<file path="src/rtl/mul_seq_ctl_pkg.sv">
// mul_pkg: function codes, HiLo-open opcode and sequencer state encoding shared with the ALU control decoder
package mul_pkg;
   localparam logic [5:0] F_MULTU   = 6'd25;
   localparam logic [5:0] F_MFHI    = 6'd16;
   localparam logic [5:0] F_MFLO    = 6'd18;
   localparam logic [5:0] HILO_OPEN = 6'b111111;
   typedef enum logic [1:0] {
      S_IDLE  = 2'd0,
      S_LOAD  = 2'd1,
      S_RUN   = 2'd2,
      S_WRITE = 2'd3
   } state_e;
   function automatic logic uses_hilo(input logic [5:0] f);
      return f == F_MULTU || f == F_MFHI || f == F_MFLO;
   endfunction
endpackage

</file>
<file path="src/rtl/mul_seq_ctl_if.sv">
// mul_seq_ctl_if: decode-side issue signals and multiplier/HiLo control bundle
interface mul_seq_ctl_if #(parameter int CNT_W = 6);
   logic             issue_valid;
   logic [5:0]       funct;
   logic             mul_load;
   logic             mul_step;
   logic             hilo_wr;
   logic [5:0]       mul_op;
   logic [CNT_W-1:0] step_cnt;
   logic             busy;
   logic             stall;
   logic             done;
   modport master (
      output issue_valid, funct,
      input  mul_load, mul_step, hilo_wr, mul_op, step_cnt, busy, stall, done
   );
   modport slave (
      input  issue_valid, funct,
      output mul_load, mul_step, hilo_wr, mul_op, step_cnt, busy, stall, done
   );
endinterface

</file>
<file path="src/rtl/mul_seq_ctl_step_counter.sv">
// step_counter: multiply step counter with clear, enable and terminal flag at WIDTH-1
module step_counter #(
   parameter int WIDTH = 32,
   parameter int CNT_W = 6
) (
   input  logic             clk,
   input  logic             rst,
   input  logic             clr_i,
   input  logic             en_i,
   output logic [CNT_W-1:0] cnt_o,
   output logic             last_o
);
   logic [CNT_W-1:0] cnt_q, cnt_d;
   always_comb cnt_d = clr_i ? '0 : en_i ? cnt_q + 1'b1 : cnt_q;
   always_ff @(posedge clk)
      if (rst) cnt_q <= '0;
      else     cnt_q <= cnt_d;
   assign cnt_o  = cnt_q;
   assign last_o = cnt_q == CNT_W'(WIDTH - 1);
endmodule

</file>
<file path="src/rtl/mul_seq_ctl.sv">
// mul_seq_ctl: sequences the shift-add multiplier through load, WIDTH steps and one HiLo write
module mul_seq_ctl
   import mul_pkg::*;
#(
   parameter int WIDTH = 32,
   parameter int CNT_W = 6
) (
   input logic         clk,
   input logic         rst,
   mul_seq_ctl_if.slave bus
);
   state_e state_q, state_d;
   logic   accept, last;
   assign accept = bus.issue_valid && bus.funct == F_MULTU && state_q == S_IDLE;
   step_counter #(.WIDTH(WIDTH), .CNT_W(CNT_W)) u_cnt (
      .clk   (clk),
      .rst   (rst),
      .clr_i (accept),
      .en_i  (state_q == S_RUN),
      .cnt_o (bus.step_cnt),
      .last_o(last)
   );
   always_comb begin
      state_d = state_q;
      unique case (state_q)
         S_IDLE:  state_d = accept ? S_LOAD : S_IDLE;
         S_LOAD:  state_d = S_RUN;
         S_RUN:   state_d = last ? S_WRITE : S_RUN;
         default: state_d = S_IDLE;
      endcase
   end
   always_ff @(posedge clk)
      if (rst) state_q <= S_IDLE;
      else     state_q <= state_d;
   assign bus.mul_load = state_q == S_LOAD;
   assign bus.mul_step = state_q == S_RUN;
   assign bus.hilo_wr  = state_q == S_WRITE;
   assign bus.done     = state_q == S_WRITE;
   assign bus.busy     = state_q != S_IDLE;
   assign bus.mul_op   = (state_q == S_LOAD || state_q == S_RUN) ? F_MULTU :
                         state_q == S_WRITE ? HILO_OPEN : 6'd0;
   // an accepting multu sees busy=0, so it is never stalled by itself
   assign bus.stall    = bus.busy && bus.issue_valid && uses_hilo(bus.funct);
endmodule
</file>
<file path="src/flat_wrapper.sv">
// flat-port wrapper written by rule: the top's interface ports become plain ports
module mul_seq_ctl_flat import mul_pkg::*;
#(
   parameter int WIDTH = 32,
   parameter int CNT_W = 6
)
  (clk, rst, bus_issue_valid, bus_funct, bus_mul_load, bus_mul_step, bus_hilo_wr, bus_mul_op, bus_step_cnt, bus_busy, bus_stall, bus_done);
  mul_seq_ctl_if #(.CNT_W(CNT_W)) bus_i ();
  input logic clk;
  input logic rst;
  input wire logic [$bits(bus_i.issue_valid)-1:0] bus_issue_valid;
  input wire logic [$bits(bus_i.funct)-1:0] bus_funct;
  output wire logic [$bits(bus_i.mul_load)-1:0] bus_mul_load;
  output wire logic [$bits(bus_i.mul_step)-1:0] bus_mul_step;
  output wire logic [$bits(bus_i.hilo_wr)-1:0] bus_hilo_wr;
  output wire logic [$bits(bus_i.mul_op)-1:0] bus_mul_op;
  output wire logic [$bits(bus_i.step_cnt)-1:0] bus_step_cnt;
  output wire logic [$bits(bus_i.busy)-1:0] bus_busy;
  output wire logic [$bits(bus_i.stall)-1:0] bus_stall;
  output wire logic [$bits(bus_i.done)-1:0] bus_done;
  assign bus_i.issue_valid = bus_issue_valid;
  assign bus_i.funct = bus_funct;
  assign bus_mul_load = bus_i.mul_load;
  assign bus_mul_step = bus_i.mul_step;
  assign bus_hilo_wr = bus_i.hilo_wr;
  assign bus_mul_op = bus_i.mul_op;
  assign bus_step_cnt = bus_i.step_cnt;
  assign bus_busy = bus_i.busy;
  assign bus_stall = bus_i.stall;
  assign bus_done = bus_i.done;
  mul_seq_ctl #(.WIDTH(WIDTH), .CNT_W(CNT_W)) u_core (.clk(clk), .rst(rst), .bus(bus_i));
endmodule
</file>
<file path="config.mk">
export PLATFORM = sky130hd
export DESIGN_NAME = mul_seq_ctl_flat
export DESIGN_NICKNAME = d
export VERILOG_FILES = /design/src/rtl/mul_seq_ctl_pkg.sv /design/src/rtl/mul_seq_ctl_if.sv /design/src/rtl/mul_seq_ctl_step_counter.sv /design/src/rtl/mul_seq_ctl.sv /design/src/flat_wrapper.sv
export SDC_FILE = /design/constraint.sdc
export NUM_CORES = 1
export LEC_CHECK = 0
export BUFFER_PORTS_ARGS = -buffer_cell sky130_fd_sc_hd__buf_2
export CORE_AREA = 5 5 42 44
export DETAILED_ROUTE_END_ITERATION = 16
export DIE_AREA = 0 0 47 49
export HOLD_SLACK_MARGIN = 0.06
export PLACE_DENSITY = 0.79
export SLEW_MARGIN = 5
export SYNTH_ARGS = -nofsm -noshare
export SYNTH_HDL_FRONTEND = slang
export SYNTH_SLANG_ARGS = --single-unit
</file>
<file path="constraint.sdc">
create_clock -name clk -period 1.7 [get_ports clk]
set_input_delay 0.085 -clock clk [delete_from_list [all_inputs] [get_ports clk]]
set_output_delay 0.085 -clock clk [all_outputs]
set_load 0.05 [all_outputs]
</file>
# == Yosys cells after proc, flatten, opt, wreduce, memory -nomap -nowiden ==
# Cells that the tools add are included.
# op_classes
n_addsub,1
n_eq_ne,7
n_mux,5
n_reduce_logical,10
# ops
operator,count
$eq 6x5->1 const B,4
$mux 6,2
$add 6x1->6 const B,1
$pmux 2 s3,1
$eq 2x2->1 const B,2
$logic_and 1x1->1,4
$logic_or 1x1->1,3
$eq 2x1->1 const B,1
$logic_not 2->1,1
$mux 1,2
$reduce_bool 2->1,1
$reduce_or 2->1,1
# totals
register_bits,8
inputBits,9
output_inout_bits,18
wordCells,25

# == Longest topological paths before layout ==
# Gate-level depths: netlist (run 1).
# logic_depth
word_depth,5
mapped_depth,5
ltp_nobuf,5

# == By module ==
# A second synthesis (run 1) with hierarchy kept.
# hier_totals
cells_unflattened,53
area_unflattened_um2,489.2
# by_module_without_submodules
mod,instances,cells_per_inst,area_per_inst_um2,seq_area_each_um2
step_counter,1,28,259.0,120.1
mul_seq_ctl,1,25,230.2,40.0

# == Least setup slack after synthesis (run 1) ==
# OpenSTA, ideal clock, no wires.
# synth_path
path_kind,flip-flop to output port
startpoint,reg u_core.state_q[0]
endpoint,out bus_stall
t_arrival_ps,1722
t_required_ps,1615
path_slack_ps,-107
path_stages_with_launch,4
n_path_buf,0
path_cell_list,dfxtp_1 > inv_1 > ha_1 > nor3_1
# synth_between
elab_chain_cells,3
# synth_lines
element,line,source
from (decl),mul_seq_ctl.sv:12,"state_e state_q, state_d;"
from (signal assigned),mul_seq_ctl.sv:34,else state_q <= state_d;
$reduce_bool 2->1,mul_seq_ctl.sv:39,assign bus.busy = state_q != S_IDLE;
$logic_and 1x1->1 (2 in series),mul_seq_ctl.sv:43,assign bus.stall = bus.busy && bus.issue_valid && uses_hilo(bus.funct);
to (decl),flat_wrapper.sv:19,output wire logic [$bits(bus_i.stall)-1:0] bus_stall;
# No other way between the ends.

# == Worst setup path in the final report (run 1) ==
# Ends and elaborated chain as after synthesis.

==> results of run 1 <==
## registers in the layout, summed over array words and instances, names as in the netlist
| signal | cells |
|---|---|
| u_core.state_q | 2 |
| u_core.u_cnt.cnt_o | 6 |
## cells in the mapped netlist
cell type / number
nand4_1: 1
o32a_1: 1
nand4_2: 1
nor2_1: 6
mux2i_1: 1
dfxtp_1: 8
buf_4: 6
inv_1: 5
a21oi_1: 1
a21oi_2: 1
nor3_1: 2
nand4b_1: 1
nand2_1: 2
nand4bb_1: 1
ha_1: 6
o21ai_0: 1
nor2b_1: 2
o21bai_1: 1
xor2_1: 2
xnor2_1: 2
or3_1: 1
## cell type report
class | count | share of cell area, %
sequential | 8 | 25.70
multi-input combinational | 33 | 41.97
tap | 16 | 3.213
timing repair buffer | 27 | 22.49
clock buffer | 3 | 3.614
inverter | 5 | 3.012
## power by group through the flow
stage | sequential [mW] | clock, mW | combinational [mW]
2_1_floorplan | 0.193 | 0 | 0.0129
3_3_place_gp | 0.192 | 0 | 0.0250
3_5_place_dp | 0.192 | 0 | 0.0255
4_1_cts | 0.188 | 0.145 | 0.0274
5_1_grt | 0.188 | 0.154 | 0.0300
6_report | 0.188 | 0.136 | 0.0272
## repair_timing
item / CTS / global route
hold buffers: 1 / 0
endpoints found under the setup margin: 0 / 0
hold endpoints to repair: 2 / 0
## per-stage QoR
step	cells	worst slack, ns	hold slack, ns
after floorplan	52	0.1402	0.1566
after global placement	88	0.3240	0.2884
after CTS	92	0.2286	0.2828
final	92	0.2505	0.2868
after global routing	92	0.1056	0.3201
after detailed placement	88	0.2461	0.2799
## cells by family after synthesis
kind of cell | count (synthesis) | synth area share, %
AOI/OAI and AO/OA | 5 | 7.591
xor gates and xnor gates | 4 | 7.331
adders and majority gates | 6 | 15.71
buffers and inverters | 11 | 13.35
DFF | 8 | 33.51
muxes | 1 | 2.094
and+or+nand+nor | 17 | 20.42
## tightest hold or removal path: cells and delay by family
kind	cells	cell delay, ns
buffers and inverters	1	0.08
AND/OR/NAND/NOR	2	0.16
AO/OA/AOI/OAI	1	0.15
## worst max path at each step
stage,startpoint,to,slack (ns),depth (start not counted)
floorplan,u_core.state_q[0],u_core.u_cnt.cnt_o[5],0.14,5
global placement,u_core.state_q[0],u_core.u_cnt.cnt_o[5],0.32,5
detailed placement,u_core.state_q[0],u_core.u_cnt.cnt_o[2],0.25,5
CTS,u_core.state_q[0],bus_stall,0.23,4
global route,u_core.state_q[1],u_core.u_cnt.cnt_o[2],0.11,5
finish,u_core.state_q[0],bus_stall,0.25,4
## per-layer routing
layer | track usage, % | routed length [um] | up-vias
met4 | 5.530 | 0 | 0
met2 | 11.76 | 383 | 25
met3 | 4.059 | 159 | 0
li1 | - | - | 218
met1 | 11.75 | 418 | 176
met5 | 0 | 0 | -
==> impl_metrics.prom, run 1 <==
# TYPE chip_impl_metric gauge
chip_impl_metric{name="max-clock-path-buffers",unit=""} 2
chip_impl_metric{name="drtPass1Iterations",unit=""} 4
chip_impl_info{name="hold_path_class",value="in2reg"} 1
chip_impl_metric{name="place_area",unit="um^2"} 590.6
chip_impl_metric{name="total_leakage_power",unit="nW"} 0.3336
chip_impl_metric{name="grt_first_pass_wirelength",unit="mm"} 1.524
chip_impl_metric{name="combinational_cell_fraction_of_total_power",unit="%"} 7.7
chip_impl_metric{name="data_arrival_time_of_the_critical_path",unit="ns"} 1.36
chip_impl_info{name="hold_start",value="bus_funct[1]"} 1
chip_impl_metric{name="timing.critical_path.fanout_max",unit=""} 3
chip_impl_metric{name="final_worst_path_period_share",unit="%"} 85.27
chip_impl_info{name="worst-setup-path-type",value="reg2out"} 1
chip_impl_metric{name="cts.reportedPaths.clkPinSlew",unit="ns"} 0.05
chip_impl_metric{name="drcViolationCount",unit=""} 0
chip_impl_info{name="run_status",value="finished, final reports clean"} 1
chip_impl_info{name="final_cell_mix",value="buf_2, dfxtp_1, nor2_1"} 1
chip_impl_metric{name="required_time_of_the_critical_path",unit="ns"} 1.62
chip_impl_metric{name="dieArea",unit="um^2"} 2303
chip_impl_info{name="worstReg2RegStart",value="u_core.state_q[0]"} 1
chip_impl_metric{name="power_frac_clock",unit="%"} 38.8
chip_impl_metric{name="detail_route.wirelength",unit="um"} 960
chip_impl_metric{name="cell_area_after_synthesis",unit="um^2"} 478.0
chip_impl_metric{name="diode_count",unit=""} 0
chip_impl_metric{name="post-route-cell-area",unit="um^2"} 623.1
chip_impl_metric{name="core",unit="um^2"} 1401
chip_impl_metric{name="boundaryPins",unit=""} 27
chip_impl_metric{name="power-per-cell-area",unit="nW/um^2"} 565.0
chip_impl_metric{name="mean_cell_area_of_the_mapped_netlist",unit="um^2"} 9.192
chip_impl_metric{name="power.internal",unit="mW"} 0.2816
chip_impl_metric{name="synth-seq-area-share",unit="%"} 33.51
chip_impl_metric{name="mapped_nets",unit=""} 67
chip_impl_metric{name="die_width",unit="um"} 47
chip_impl_metric{name="sw_frac_of_total",unit="%"} 20.00
chip_impl_metric{name="yosys_register_bits",unit=""} 8
chip_impl_info{name="endpoint_kind",value="output port"} 1
chip_impl_metric{name="totalNegativeSetupSlack",unit="ns"} 0
chip_impl_metric{name="yosys.cell_types.count",unit=""} 21
chip_impl_metric{name="slew_viol_final",unit=""} 0
chip_impl_info{name="final_common_cell",value="buf_2"} 1
chip_impl_metric{name="port_buffers",unit=""} 26
chip_impl_metric{name="power_total",unit="mW"} 0.3520
chip_impl_metric{name="drt-wirelength-per-cell",unit="um"} 10.43
chip_impl_metric{name="slew_headroom",unit="%"} 68.16
chip_impl_metric{name="post-route-min-period",unit="ns"} 1.450
chip_impl_metric{name="regArea",unit="um^2"} 160.2
chip_impl_metric{name="hold-path-cell-count",unit=""} 4
chip_impl_metric{name="critPathBufInv",unit=""} 2
chip_impl_info{name="clock_tree_from_tritoncts",value="done"} 1
chip_impl_metric{name="grt_antenna_before_repair",unit=""} 0
chip_impl_metric{name="synthCells",unit=""} 52
chip_impl_metric{name="worst-r2r-cell-count",unit=""} 5
chip_impl_metric{name="num_vias",unit=""} 419
chip_impl_info{name="synth_top_cell_by_area",value="dfxtp_1"} 1
chip_impl_metric{name="initial_standard_cell_utilization_of_the_core",unit="%"} 34.11
chip_impl_info{name="clockRootBuffer",value="clkbuf_4"} 1
chip_impl_metric{name="post-route-util",unit="%"} 44.46
chip_impl_metric{name="die_y",unit="um"} 49
chip_impl_metric{name="htree_levels",unit=""} 1
chip_impl_metric{name="max_cap_violations",unit=""} 0
chip_impl_metric{name="cts-buffers-inserted",unit=""} 3
chip_impl_metric{name="grt_max_degree",unit=""} 7
chip_impl_info{name="worst_path_max_delay_cell",value="dfxtp_1"} 1
chip_impl_metric{name="timing.fmax",unit="GHz"} 0.6899
chip_impl_metric{name="vdd_drop_max",unit="uV"} 290.2
chip_impl_metric{name="first_global_vias",unit=""} 376
chip_impl_metric{name="detail-route-antenna-nets",unit=""} 0
chip_impl_metric{name="fillers",unit=""} 154
chip_impl_metric{name="post-cts-setup-buffers",unit=""} 0
chip_impl_metric{name="clk_latency",unit="ns"} 0.24
chip_impl_info{name="critPathTopFamily",value="buffers and inverters"} 1
chip_impl_metric{name="postCtsResizedCells",unit=""} 0
chip_impl_metric{name="syn2layout_area_growth",unit="%"} 30.37
chip_impl_metric{name="globalRouteOverflowTotal",unit=""} 0
chip_impl_info{name="hold-path-endpoint",value="u_core.state_q[0]"} 1
chip_impl_metric{name="cts.sink_count",unit=""} 8
chip_impl_metric{name="hold_viol",unit=""} 0
chip_impl_metric{name="global_route.usage.total",unit="%"} 9.040
chip_impl_info{name="synth.area.top_cells",value="dfxtp_1, ha_1, buf_4"} 1
chip_impl_metric{name="drt_first_iter_violations",unit=""} 6
chip_impl_metric{name="via_per_inst",unit=""} 4.554
chip_impl_info{name="rsz0062_at_grt",value="false"} 1
chip_impl_info{name="timing.critical_path.from_type",value="flip-flop"} 1
chip_impl_metric{name="tightest_slew",unit="ns"} 0.4766
chip_impl_metric{name="fp-row-count",unit=""} 14
chip_impl_metric{name="synth_top_area_share",unit="%"} 33.51
chip_impl_metric{name="switching_power",unit="mW"} 0.07041
chip_impl_metric{name="sequentialPowerShare",unit="%"} 53.5
chip_impl_metric{name="setup_violations",unit=""} 0
chip_impl_info{name="path_cells",value="inv_1 > ha_1 > nor3_2 > buf_2"} 1
chip_impl_metric{name="synth-warning-count",unit=""} 0
chip_impl_metric{name="rrSetupSlack",unit="ns"} 0.27
chip_impl_metric{name="worst_skew",unit="ns"} 0.0004937
chip_impl_metric{name="multi_input_gate_area_in_the_final_layout",unit="um^2"} 261.5
chip_impl_metric{name="hpwlAfterDp",unit="um"} 788.8
chip_impl_info{name="rr_endpoint",value="u_core.u_cnt.cnt_o[2]"} 1
chip_impl_metric{name="fraction_of_final_layout_cells_sized_beyond_drive_strength_1",unit="%"} 43.42
chip_impl_metric{name="fin_nets",unit=""} 93
chip_impl_metric{name="critPathMaxStageDelay",unit="ns"} 0.35
chip_impl_metric{name="rd_place_congestion",unit=""} 0.7198
(Power assumes the default switching activity.)
==> run 2: changes to the inputs <==
Settings changed: PLACE_DENSITY 0.79 to unset, PLACE_DENSITY_LB_ADDON set to 0.05.
==> run 2 against run 1 <==
Compared with the run above:
- worst hold slack got worse by 0.0065 ns
- die area did not move
- clock skew up 0.0019 ns
- core utilization is 0.54 points higher
- largest cell class unchanged
- combinational power grew 7.4%
- cell count up 1.1%
- sequential cell count is the same
- final area increased by 1.2%
- fmax shrank 0.38%
==> impl_metrics.prom, run 2 (synthesis gave the netlist of run 1 again) <==
# TYPE chip_impl_metric gauge
chip_impl_info{name="run_status",value="finished, final reports clean"} 1
chip_impl_metric{name="totalNegativeSetupSlack",unit="ns"} 0
chip_impl_metric{name="diode_count",unit=""} 0
chip_impl_info{name="critPathTopFamily",value="buffers and inverters"} 1
chip_impl_info{name="clock_tree_from_tritoncts",value="done"} 1
chip_impl_metric{name="final_worst_path_period_share",unit="%"} 85.59
chip_impl_metric{name="detail_route.wirelength",unit="mm"} 1.009
chip_impl_metric{name="clk_latency",unit="ns"} 0.25
chip_impl_info{name="rr_endpoint",value="u_core.u_cnt.cnt_o[5]"} 1
chip_impl_info{name="path_cells",value="inv_1 > ha_1 > nor3_2 > buf_2"} 1
chip_impl_metric{name="fin_nets",unit=""} 94
chip_impl_metric{name="initial_standard_cell_utilization_of_the_core",unit="%"} 34.11
chip_impl_metric{name="core",unit="um^2"} 1401
chip_impl_metric{name="grt_max_degree",unit=""} 7
chip_impl_metric{name="cts-buffers-inserted",unit=""} 3
chip_impl_info{name="hold_path_class",value="in2reg"} 1
chip_impl_metric{name="timing.fmax",unit="GHz"} 0.6872
chip_impl_metric{name="vdd_drop_max",unit="uV"} 328.9
chip_impl_metric{name="hold_viol",unit=""} 0
chip_impl_metric{name="syn2layout_area_growth",unit="%"} 31.94
chip_impl_metric{name="fraction_of_final_layout_cells_sized_beyond_drive_strength_1",unit="%"} 44.16
chip_impl_metric{name="die_width",unit="um"} 47
chip_impl_metric{name="dr_wl_met2",unit="um"} 476
chip_impl_metric{name="grt_first_pass_wirelength",unit="mm"} 1.628
chip_impl_metric{name="drcViolationCount",unit=""} 0
chip_impl_metric{name="critPathBufInv",unit=""} 2
chip_impl_metric{name="detail-route-antenna-nets",unit=""} 0
chip_impl_info{name="final_cell_mix",value="buf_2, dfxtp_1, nor2_1"} 1
chip_impl_metric{name="port_buffers",unit=""} 26
chip_impl_metric{name="die_y",unit="um"} 49
chip_impl_metric{name="wire_length_the_detailed_router_placed_on_met1",unit="um"} 399
chip_impl_info{name="worstReg2RegStart",value="u_core.state_q[0]"} 1
chip_impl_metric{name="global_route.usage.total",unit="%"} 9.866
chip_impl_metric{name="rrSetupSlack",unit="ns"} 0.30
chip_impl_metric{name="htree_levels",unit=""} 1
chip_impl_info{name="hold_start",value="bus_funct[1]"} 1
chip_impl_metric{name="post-route-cell-area",unit="um^2"} 630.6
chip_impl_metric{name="worst_skew",unit="ns"} 0.002393
chip_impl_metric{name="fp-row-count",unit=""} 14
chip_impl_metric{name="max-clock-path-buffers",unit=""} 2
chip_impl_metric{name="final_cell_count_no_fill",unit=""} 93
chip_impl_metric{name="required_time_of_the_critical_path",unit="ns"} 1.62
chip_impl_metric{name="setup_violations",unit=""} 0
chip_impl_metric{name="slew_headroom",unit="%"} 83.34
chip_impl_metric{name="tightest_slew",unit="ns"} 0.2517
chip_impl_metric{name="critPathMaxStageDelay",unit="ns"} 0.35
chip_impl_info{name="top_signal_layer_used",value="met4"} 1
chip_impl_metric{name="final.hold.worst_slack",unit="ns"} 0.2803
chip_impl_metric{name="cts.sink_count",unit=""} 8
chip_impl_metric{name="dieArea",unit="um^2"} 2303
chip_impl_metric{name="post-route-min-period",unit="ns"} 1.455
chip_impl_metric{name="power.internal",unit="mW"} 0.2835
chip_impl_metric{name="drt-wirelength-per-cell",unit="um"} 10.85
chip_impl_metric{name="drt_first_iter_violations",unit=""} 2
chip_impl_metric{name="boundaryPins",unit=""} 27
chip_impl_info{name="timing.critical_path.from_type",value="flip-flop"} 1
chip_impl_info{name="clockRootBuffer",value="clkbuf_4"} 1
chip_impl_metric{name="sw_frac_of_total",unit="%"} 22.26
chip_impl_metric{name="drtPass1Iterations",unit=""} 2
chip_impl_metric{name="met3_wirelength",unit="um"} 101
chip_impl_metric{name="total_leakage_power",unit="nW"} 0.3384
chip_impl_info{name="worst-setup-path-type",value="reg2out"} 1
chip_impl_metric{name="power-per-cell-area",unit="nW/um^2"} 578.3
chip_impl_metric{name="place_area",unit="um^2"} 598.1
chip_impl_metric{name="largest_register_ffs",unit=""} 6
chip_impl_metric{name="power_frac_clock",unit="%"} 40.4
chip_impl_info{name="rsz0062_at_grt",value="false"} 1
chip_impl_metric{name="timing.critical_path.fanout_max",unit=""} 3
chip_impl_metric{name="first_global_vias",unit=""} 405
chip_impl_info{name="worst_path_max_delay_cell",value="dfxtp_1"} 1
chip_impl_metric{name="cts.reportedPaths.clkPinSlew",unit="ns"} 0.06
chip_impl_metric{name="sequentialPowerShare",unit="%"} 51.6
chip_impl_metric{name="worst-r2r-cell-count",unit=""} 5
chip_impl_metric{name="max_cap_violations",unit=""} 0
chip_impl_metric{name="switching_power",unit="mW"} 0.08117
chip_impl_info{name="hold-path-endpoint",value="u_core.state_q[0]"} 1
chip_impl_metric{name="grt_antenna_before_repair",unit=""} 0
chip_impl_metric{name="power_total",unit="mW"} 0.3647
chip_impl_metric{name="via_per_inst",unit=""} 4.581
chip_impl_info{name="final_common_cell",value="buf_2"} 1
chip_impl_info{name="endpoint_kind",value="output port"} 1
chip_impl_metric{name="place_inst",unit=""} 89
chip_impl_metric{name="slew_viol_final",unit=""} 0
chip_impl_metric{name="globalRouteOverflowTotal",unit=""} 0
chip_impl_metric{name="hold-path-cell-count",unit=""} 4
chip_impl_metric{name="data_arrival_time_of_the_critical_path",unit="ns"} 1.37
chip_impl_metric{name="num_vias",unit=""} 426
chip_impl_metric{name="combinational_cell_fraction_of_total_power",unit="%"} 8.0
chip_impl_metric{name="hpwlAfterDp",unit="um"} 836.3
chip_impl_metric{name="rd_place_congestion",unit=""} 0.6876
run 2: cell count changes in the layout (fill, tap and decap cells not counted), sizes merged:
cell | before | now
buf | 26 | 27
run 2: power groups by stage:
stage / clock network, mW / registers [mW] / logic, mW
floorplan: 0 / 0.193 / 0.0129
global placement: 0 / 0.192 / 0.0280
detailed placement: 0 / 0.192 / 0.0281
CTS: 0.152 / 0.188 / 0.0299
global route: 0.164 / 0.188 / 0.0328
finish: 0.147 / 0.188 / 0.0292
run 2: how the worst max path moves through the flow:
stage / startpoint / end / slack (ns) / cells after the start
after floorplan: u_core.state_q[0] / u_core.u_cnt.cnt_o[5] / 0.14 / 5
after global placement: u_core.state_q[0] / u_core.u_cnt.cnt_o[5] / 0.30 / 5
after detailed placement: u_core.state_q[0] / u_core.u_cnt.cnt_o[5] / 0.30 / 5
after CTS: u_core.state_q[0] / bus_stall / 0.22 / 4
after global routing: u_core.state_q[0] / bus_stall / 0.11 / 4
final: u_core.state_q[0] / bus_stall / 0.24 / 4
run 2: cell type report:
| type | count | area (um^2) |
|---|---|---|
| clock buffer | 3 | 22.52 |
| fill | 163 | 770.7 |
| inverter | 5 | 18.77 |
| multi-input combinational | 33 | 261.5 |
| sequential | 8 | 160.2 |
| tap | 16 | 20.02 |
| timing repair buffer | 28 | 147.6 |
run 2: what timing repair did:
item	CTS	global route
hold buffers	1	0
gates resized for setup	0	0
buffers inserted	0	0
hold endpoints to repair	2	0
run 2: routing by layer:
| layer | up-vias | GRT usage (%) |
|---|---|---|
| met5 | - | 0 |
| met4 | 0 | 7.834 |
| met3 | 5 | 2.214 |
| met2 | 18 | 14.93 |
| met1 | 183 | 11.23 |
| li1 | 220 | - |
run 2: worst min-delay path: stages:
cell,delay (ns)
buf_2,0.08
nand4b_1,0.13
o32a_1,0.16
nor3_1,0.04
run 2: metrics by stage:
stage,util (%),worst slack [ns]
after global placement,42.68,0.2962
after global routing,45.00,0.1061
after detailed placement,42.68,0.3012
after CTS,45.00,0.2229
final,45.00,0.2449
after floorplan,-,0.1402
